`src/rtl/ew_sensor_driver.sv`:
```
// Drives one complete E/W sensor passage on request, then waits for the
// detector's idle flag (or a timeout) before reporting completion.
module ew_sensor_driver #(
    parameter int HOLD    = 4,
    parameter int TIMEOUT = 16,
    parameter int CNT_W   = 8
) (
    input  logic clk,
    input  logic rst,
    input  logic req,
    input  logic dir,
    input  logic idle,
    output logic E,
    output logic W,
    output logic busy,
    output logic done,
    output logic err
);

    // Handshake: req is a level sampled only in IDLE; it is accepted on the
    // first IDLE edge where it is high. busy covers every other state, and
    // done (with err on timeout) pulses for the one DONE cycle.
    typedef enum logic [2:0] {
        S_IDLE,
        S_WAIT_RDY,
        S_PH1,
        S_PH2,
        S_PH3,
        S_RELEASE,
        S_DONE
    } state_t;

    localparam logic [CNT_W-1:0] HOLD_LAST = CNT_W'(HOLD - 1);
    localparam logic [CNT_W-1:0] TO_LAST   = CNT_W'(TIMEOUT - 1);
    localparam logic [CNT_W-1:0] CNT_ONE   = CNT_W'(1);

    state_t           state, state_nxt;
    logic [CNT_W-1:0] cnt, cnt_nxt;
    logic             dir_q, dir_nxt;
    logic             err_nxt;
    logic             e_nxt, w_nxt, busy_nxt, done_nxt;

    always_comb begin
        state_nxt = state;
        cnt_nxt   = cnt;
        dir_nxt   = dir_q;
        err_nxt   = 1'b0;
        case (state)
            S_IDLE: begin
                if (req) begin
                    dir_nxt   = dir;
                    state_nxt = S_WAIT_RDY;
                    cnt_nxt   = '0;
                end
            end
            S_WAIT_RDY: begin
                if (idle) begin
                    state_nxt = S_PH1;
                    cnt_nxt   = '0;
                end else if (cnt == TO_LAST) begin
                    state_nxt = S_DONE;
                    err_nxt   = 1'b1;
                    cnt_nxt   = '0;
                end else begin
                    cnt_nxt = cnt + CNT_ONE;
                end
            end
            S_PH1, S_PH2, S_PH3: begin
                if (cnt == HOLD_LAST) begin
                    cnt_nxt = '0;
                    if (state == S_PH1)      state_nxt = S_PH2;
                    else if (state == S_PH2) state_nxt = S_PH3;
                    else                     state_nxt = S_RELEASE;
                end else begin
                    cnt_nxt = cnt + CNT_ONE;
                end
            end
            S_RELEASE: begin
                if (idle) begin
                    state_nxt = S_DONE;
                    cnt_nxt   = '0;
                end else if (cnt == TO_LAST) begin
                    state_nxt = S_DONE;
                    err_nxt   = 1'b1;
                    cnt_nxt   = '0;
                end else begin
                    cnt_nxt = cnt + CNT_ONE;
                end
            end
            S_DONE: begin
                state_nxt = S_IDLE;
                cnt_nxt   = '0;
            end
            default: begin
                state_nxt = S_IDLE;
                cnt_nxt   = '0;
            end
        endcase
    end

    // Outputs are decoded from the state being entered so they register
    // alongside it.
    always_comb begin
        e_nxt    = 1'b0;
        w_nxt    = 1'b0;
        busy_nxt = (state_nxt != S_IDLE);
        done_nxt = (state_nxt == S_DONE);
        case (state_nxt)
            S_PH1: begin
                e_nxt = ~dir_nxt;
                w_nxt = dir_nxt;
            end
            S_PH2: begin
                e_nxt = 1'b1;
                w_nxt = 1'b1;
            end
            S_PH3: begin
                e_nxt = dir_nxt;
                w_nxt = ~dir_nxt;
            end
            default: begin
                e_nxt = 1'b0;
                w_nxt = 1'b0;
            end
        endcase
    end

    always_ff @(posedge clk or posedge rst) begin
        if (rst) begin
            state <= S_IDLE;
            cnt   <= '0;
            dir_q <= 1'b0;
            E     <= 1'b0;
            W     <= 1'b0;
            busy  <= 1'b0;
            done  <= 1'b0;
            err   <= 1'b0;
        end else begin
            state <= state_nxt;
            cnt   <= cnt_nxt;
            dir_q <= dir_nxt;
            E     <= e_nxt;
            W     <= w_nxt;
            busy  <= busy_nxt;
            done  <= done_nxt;
            err   <= err_nxt;
        end
    end

endmodule

```
`config.mk`:
```
export PLATFORM = sky130hd
export DESIGN_NAME = ew_sensor_driver
export DESIGN_NICKNAME = d
export VERILOG_FILES = /design/src/rtl/ew_sensor_driver.sv
export SDC_FILE = /design/constraint.sdc
export NUM_CORES = 1
export LEC_CHECK = 0
export ABC_AREA = 1
export CORE_UTILIZATION = 40
export DETAILED_ROUTE_END_ITERATION = 6
export PLACE_DENSITY = 0.59
export SKIP_LAST_GASP = 1
export SLEW_MARGIN = 20
export SYNTH_ARGS = -nofsm -noshare
export SYNTH_HDL_FRONTEND = slang
export SYNTH_SLANG_ARGS = --single-unit
```
`constraint.sdc`:
```
create_clock -name clk -period 1.3 [get_ports clk]
set_clock_uncertainty 0.05 [all_clocks]
set_input_delay 0.26 -clock clk [delete_from_list [all_inputs] [get_ports clk]]
set_output_delay 0.26 -clock clk [all_outputs]
set_load 0.01 [all_outputs]
```
==> Word level (Yosys, flattened, before mapping) <==
Index checks and enable logic that the tools add are counted.
{ "classes": {"add_sub_neg": 1, "eq_ne": 12, "mux": 20, "bitwise": 1, "reduce_logical": 4} }
{ "ops": {"columns": ["cell", "n"], "rows": [
  ["8-bit two-way mux", 4],
  ["8-bit case mux with 3 select lines", 1],
  ["3-bit two-way mux", 6],
  ["3-bit by 2-bit equality test with 1-bit output, second input constant", 4],
  ["3-bit equality test, second input constant", 4],
  ["3-bit case mux with 4 select lines", 1],
  ["8-bit by 1-bit adder with 8-bit output, second input constant", 1],
  ["8-bit by 2-bit equality test with 1-bit output, second input constant", 1],
  ["8-bit by 4-bit equality test with 1-bit output, second input constant", 1],
  ["1-bit two-way mux", 6],
  ["1-bit case mux with 3 select lines", 2],
  ["3-bit by 1-bit equality test with 1-bit output, second input constant", 1],
  ["3-bit logical NOT", 1],
  ["3-bit nonzero test", 1],
  ["3-bit OR reduction", 1],
  ["2-bit != test, second input constant", 1],
  ["2-bit OR reduction", 1],
  ["1-bit NOT", 1]
]} }
{ "totals": {"ff_bits": 17, "input_bits": 5, "out_inout_bits": 5, "word_cells": 46} }

==> Longest topological paths before layout <==
{ "logic_depth": {"depth_word": 7, "depth_mapped": 10, "depth_no_buf": 10} }

==> Worst setup path after synthesis <==
Ideal clock, no wire load.
{ "synth_timing": {"kind": "register to register", "start": "register cnt[0]", "end": "register W", "setup_time_ns": 0.119, "t_arrival_ns": 1.211, "slack_ns": -0.080, "path_stages_with_launch": 11, "path_buffers": 0, "path_cell_list": "dfrtp_1 -> ha_1 -> inv_1 -> nor2_2 -> nand3_2 -> nand2_1 -> nand2_1 -> nand2_1 -> nand2_1 -> o21ai_1 -> nand2_1"} }
{ "synth_between": {"elab_chain_cells": 6, "elab_cells_between_ends": 11, "cone_classes": "eq/ne: 5; mux: 6"} }
{ "synth_rtl": {"columns": ["element", "line_no", "source"], "rows": [
  ["start: declaration", "38", "logic [CNT_W-1:0] cnt, cnt_nxt;"],
  ["start signal: assignment", "140", "cnt <= cnt_nxt;"],
  ["8-bit by 4-bit equality test with 1-bit output", "60, 82", null],
  ["3-bit two-way mux", "60, 82", null],
  ["3-bit two-way mux (on tied branches)", "79, 57", null],
  ["3-bit case mux with 4 select lines *", "48", "case (state)"],
  ["net state_nxt[0]", "37", "state_t state, state_nxt;"],
  ["3-bit equality test / 3-bit by 2-bit equality test with 1-bit output (equally long branches)", "108", "case (state_nxt)"],
  ["1-bit case mux with 3 select lines *", "108", null],
  ["net w_nxt", "41", "logic e_nxt, w_nxt, busy_nxt, done_nxt;"],
  ["end signal: assignment", "143", "W <= w_nxt;"],
  ["end: declaration", "14", "output logic W,"]
]} }
The timed path passes the listed nets; every way through them passes the cells marked *.
A chain may end at the register's enable or synchronous reset.

==> Worst setup path after layout <==
{ "layout_timing": {"start": "register cnt[5]", "end": "register busy"} }
{ "layout_between": {"elab_chain_cells": 5, "elab_cells_between_ends": 8, "cone_classes": "eq/ne: 2; mux: 5; reduce/logical: 1"} }
{ "layout_rtl": {"columns": ["element", "line_no", "source"], "rows": [
  ["8-bit by 4-bit equality test with 1-bit output", "60, 82", null],
  ["3-bit two-way mux", "60, 82", null],
  ["3-bit two-way mux (on tied branches)", "79, 57", null],
  ["3-bit case mux with 4 select lines *", "48", null],
  ["3-bit nonzero test *", "106", "busy_nxt = (state_nxt != S_IDLE);"],
  ["net busy_nxt", "41", null],
  ["end signal: assignment", "144", "busy <= busy_nxt;"],
  ["end: declaration", "15", "output logic busy,"]
]} }
Marks and branches as above.

==> summary.md <==
| Metric | Value |
|---|---|
| Status | complete, but fails checks |
| Violated checks | setup timing |
| Pre-CTS setup slack | -249 ps |
| Leak Pwr | 0.763 nW |
| Num Clock Sinks | 17 |
| CTS Buf Count | 3 |
| Type of the most critical hold path | primary input to asynchronous set/reset pin |
| Initial DRC count | 10 |
| Dpl cell area | 0.00129 mm² |
| Sequential power share | 25.2% |
| Setup CP Type | flop to flop |
| Post-DP HPWL | 1.80 mm |
| Clock-pin slew of the registers on the worst-case setup and hold paths | 110 ps |
| Routed WL per cell | 13.1 µm |
| TritonCTS clock tree | done |
| Share of cells above drive strength 1 | 53.3% |
| Total gr overflow | 0 |
| Largest net degree at the start of global routing | 18 |
| Largest stage delay on the critical path | 430 ps |
| Initial Utilization | 42.5% |
| Top Metal Used | met4 |
| Synth area leaders | dfrtp_1 (45%), nand2_1 (9.1%), nor2_1 (6.7%), inv_1 (5.5%), xor2_1 (4.6%) |
| Met3 wire length | 65 µm |
| Comb power frac | 65.4% |
| Synth unique cells | 20 |
| Worst Path Max Fanout | 5 |
| GP Congestion | 0.855 |
| Seq/Total Area, Yosys | 44.8% |
| Synth-to-Final Area Change | 64.3% |
| DR vias | 962 |
| Share of the synthesized area in the top cell type | 44.8% |
| Setup violators final | 15 |
| Row Count | 17 |
| WL final | 2.55 mm |
| Crit path launch type | flop |
| Port Buffers | 9 |
| Setup ws final | -211 ps |
| RSZ-0062 raised after global routing | yes |
| Yosys reg bits | 17 |
| Post-synth top area cell | dfrtp_1 |
| Placed cells | 185 |
| R2R depth | 9 |
| Cell Area, Synth | 950 µm² |
| DRT Pass-1 Iters | 4 |
| Core area | 0.00223 mm² |
| Worst setup EP type | flop |
| Fin crit share | 116% |
| Tightest Pin Transition | 226 ps |
| ANT cells | 0 |
| M1 WL | 1.16 mm |
| Fin cells | 195 |
| Rel. slew slack | 84.9% |
| Int Power | 0.00176 W |
| Die Y-Extent | 50.7 µm |
| DRC viols | 0 |
| Worst-Skew Late Latency | 300 ps |
| Post-route cell area | 0.00156 mm² |
| Max-cap violations | 0 |
| CP arrival | 1660 ps |
| Initial antenna violation count | 0 |
| Die X | 50.7 µm |
| Detail Route Antenna Nets | 0 |
| Vias in the first global route | 938 |
| Post-Syn Nets | 128 |
| Min cycle time layout | 1510 ps |
| Via density | 4.93 |
| Final Slew Violations | 0 |
| GRT Total Usage | 21.8% |
| Layout Nets | 175 |
| Root Buffer | clkbuf_4 |
| Switching pwr | 0.00141 W |
| Layout fillers | 181 |
| Die ar. | 0.00257 mm² |
| Worst path slowest cell | dfrtp_1 |
| VDD IR max | 0.00143 V |
| Final Hold Violating Endpoints | 0 |
| First-pass GRT wire length | 4.02 mm |
| Worst path cell trace | nor2_2, nand2_4, inv_4, nand3_1, nand2_1, nand2_2, nand2_4, buf_6, nand3_1 |
| Met2 routed WL | 1.28 mm |
| CP required | 1450 ps |
| PwrDens | 2030 mW/mm² |
| H-tree Lvls | 1 |
| Post-synthesis cell count | 121 |
| Setup TNS | -2060 ps |
| YS warnings | 0 |
| Top Ports | 10 |
| Syn avg cell area | 7.85 µm² |
| Max Root-Sink Buffers | 2 |
| Switching part of the total | 44.6% |
| Max frequency | 0.662 GHz |
| Clock power share | 9.5% |
## what timing repair did
action                     CTS  global route
resized for setup           22            35
cloned                       0             0
hold buffers                 0             0
pin swaps                   13            16
buffers inserted             3             5
setup endpoints to repair   20            17
## path summary, 6_finish.rpt
kind,startpoint,to,slack (ps)
worst max register to register,cnt[5],busy,-210
worst max-delay path,cnt[5],busy,-210
worst min register to register,cnt[6],cnt[6],610
worst min-delay path,rst,cnt[6],210
min in group clk,cnt[6],cnt[6],610
max in group asynchronous,rst,cnt[4],800
## worst max-delay path: cells and delay by family, from the launching register on
kind                   cells  cell delay [ps]
buffers and inverters      2              210
and+or+nand+nor            7              710
DFF                        1              430
## power by group through the flow
stage                     Combinational, W  Clock, W  Sequential, W
final                              0.00207  0.000300       0.000796
after global placement             0.00149         0       0.000770
after detailed placement           0.00152         0       0.000781
after CTS                          0.00168  0.000300       0.000780
after floorplan                   0.000768         0       0.000831
after global routing               0.00225  0.000313       0.000812
## cells in the final DEF, fill, tap and decap left out, types with 6 or more instances in the layout
master / instances
inv_1: 11
nand2_2: 12
nor2_2: 6
buf_4: 30
inv_2: 6
nand4_1: 6
nand2_1: 12
nor2_1: 9
dfrtp_1: 17
## state kept, by name (all words and copies together), names as in the netlist
signal and flops:
done 1, busy 1, err 1, E 1
dir_q 1, W 1, state 3, cnt 8
## through the flow
stage	total power (W)	hold WS, ps	util (%)
3_3_place_gp	0.00226	539	57.8
5_1_grt	0.00337	243	69.9
4_1_cts	0.00276	221	63.0
3_5_place_dp	0.00230	553	57.8
6_report	0.00317	212	69.9
2_1_floorplan	0.00160	136	-
## layer usage
layer,global-route usage [%],up-vias
met5,0,-
met4,10.2,0
met3,5.45,5
met2,36.0,21
met1,26.3,459
li1,-,477
## kinds of logic (layout without fill, tap and decap cells)
family	Yosys count	in the layout	synth area share (%)
compound gates	10	10	6.19
fa+ha+maj	2	2	2.63
flops	17	17	44.8
xor+xnor	5	5	4.61
simple gates	66	66	33.5
buf+inv	21	67	8.30
## cells in the mapped netlist
| cell type | n |
|---|---|
| nand4_1 | 6 |
| o21ai_2 | 1 |
| inv_2 | 5 |
| nor3_1 | 1 |
| clkinv_1 | 2 |
| nand2_1 | 23 |
| dfrtp_1 | 17 |
| a22o_1 | 1 |
| nor2_2 | 3 |
| inv_1 | 14 |
| ha_1 | 2 |
| nand3_1 | 7 |
| xor2_1 | 5 |
| o21ai_1 | 6 |
| nor3_2 | 1 |
| a21oi_1 | 1 |
| o22ai_1 | 1 |
| nor2_1 | 17 |
| nand2_2 | 5 |
| nand3_2 | 3 |
## cell type report
class	instances	area, µm²	area share [%]
Multi-Input combinational cell	83	643	41.2
Sequential cell	17	425	27.3
Timing Repair Buffer	42	343	22.0
Inverter	21	86.3	5.53
Tap cell	28	35.0	2.25
Clock buffer	3	22.5	1.44
Clock inverter	1	5.00	0.321
(Power assumes the default switching activity.)
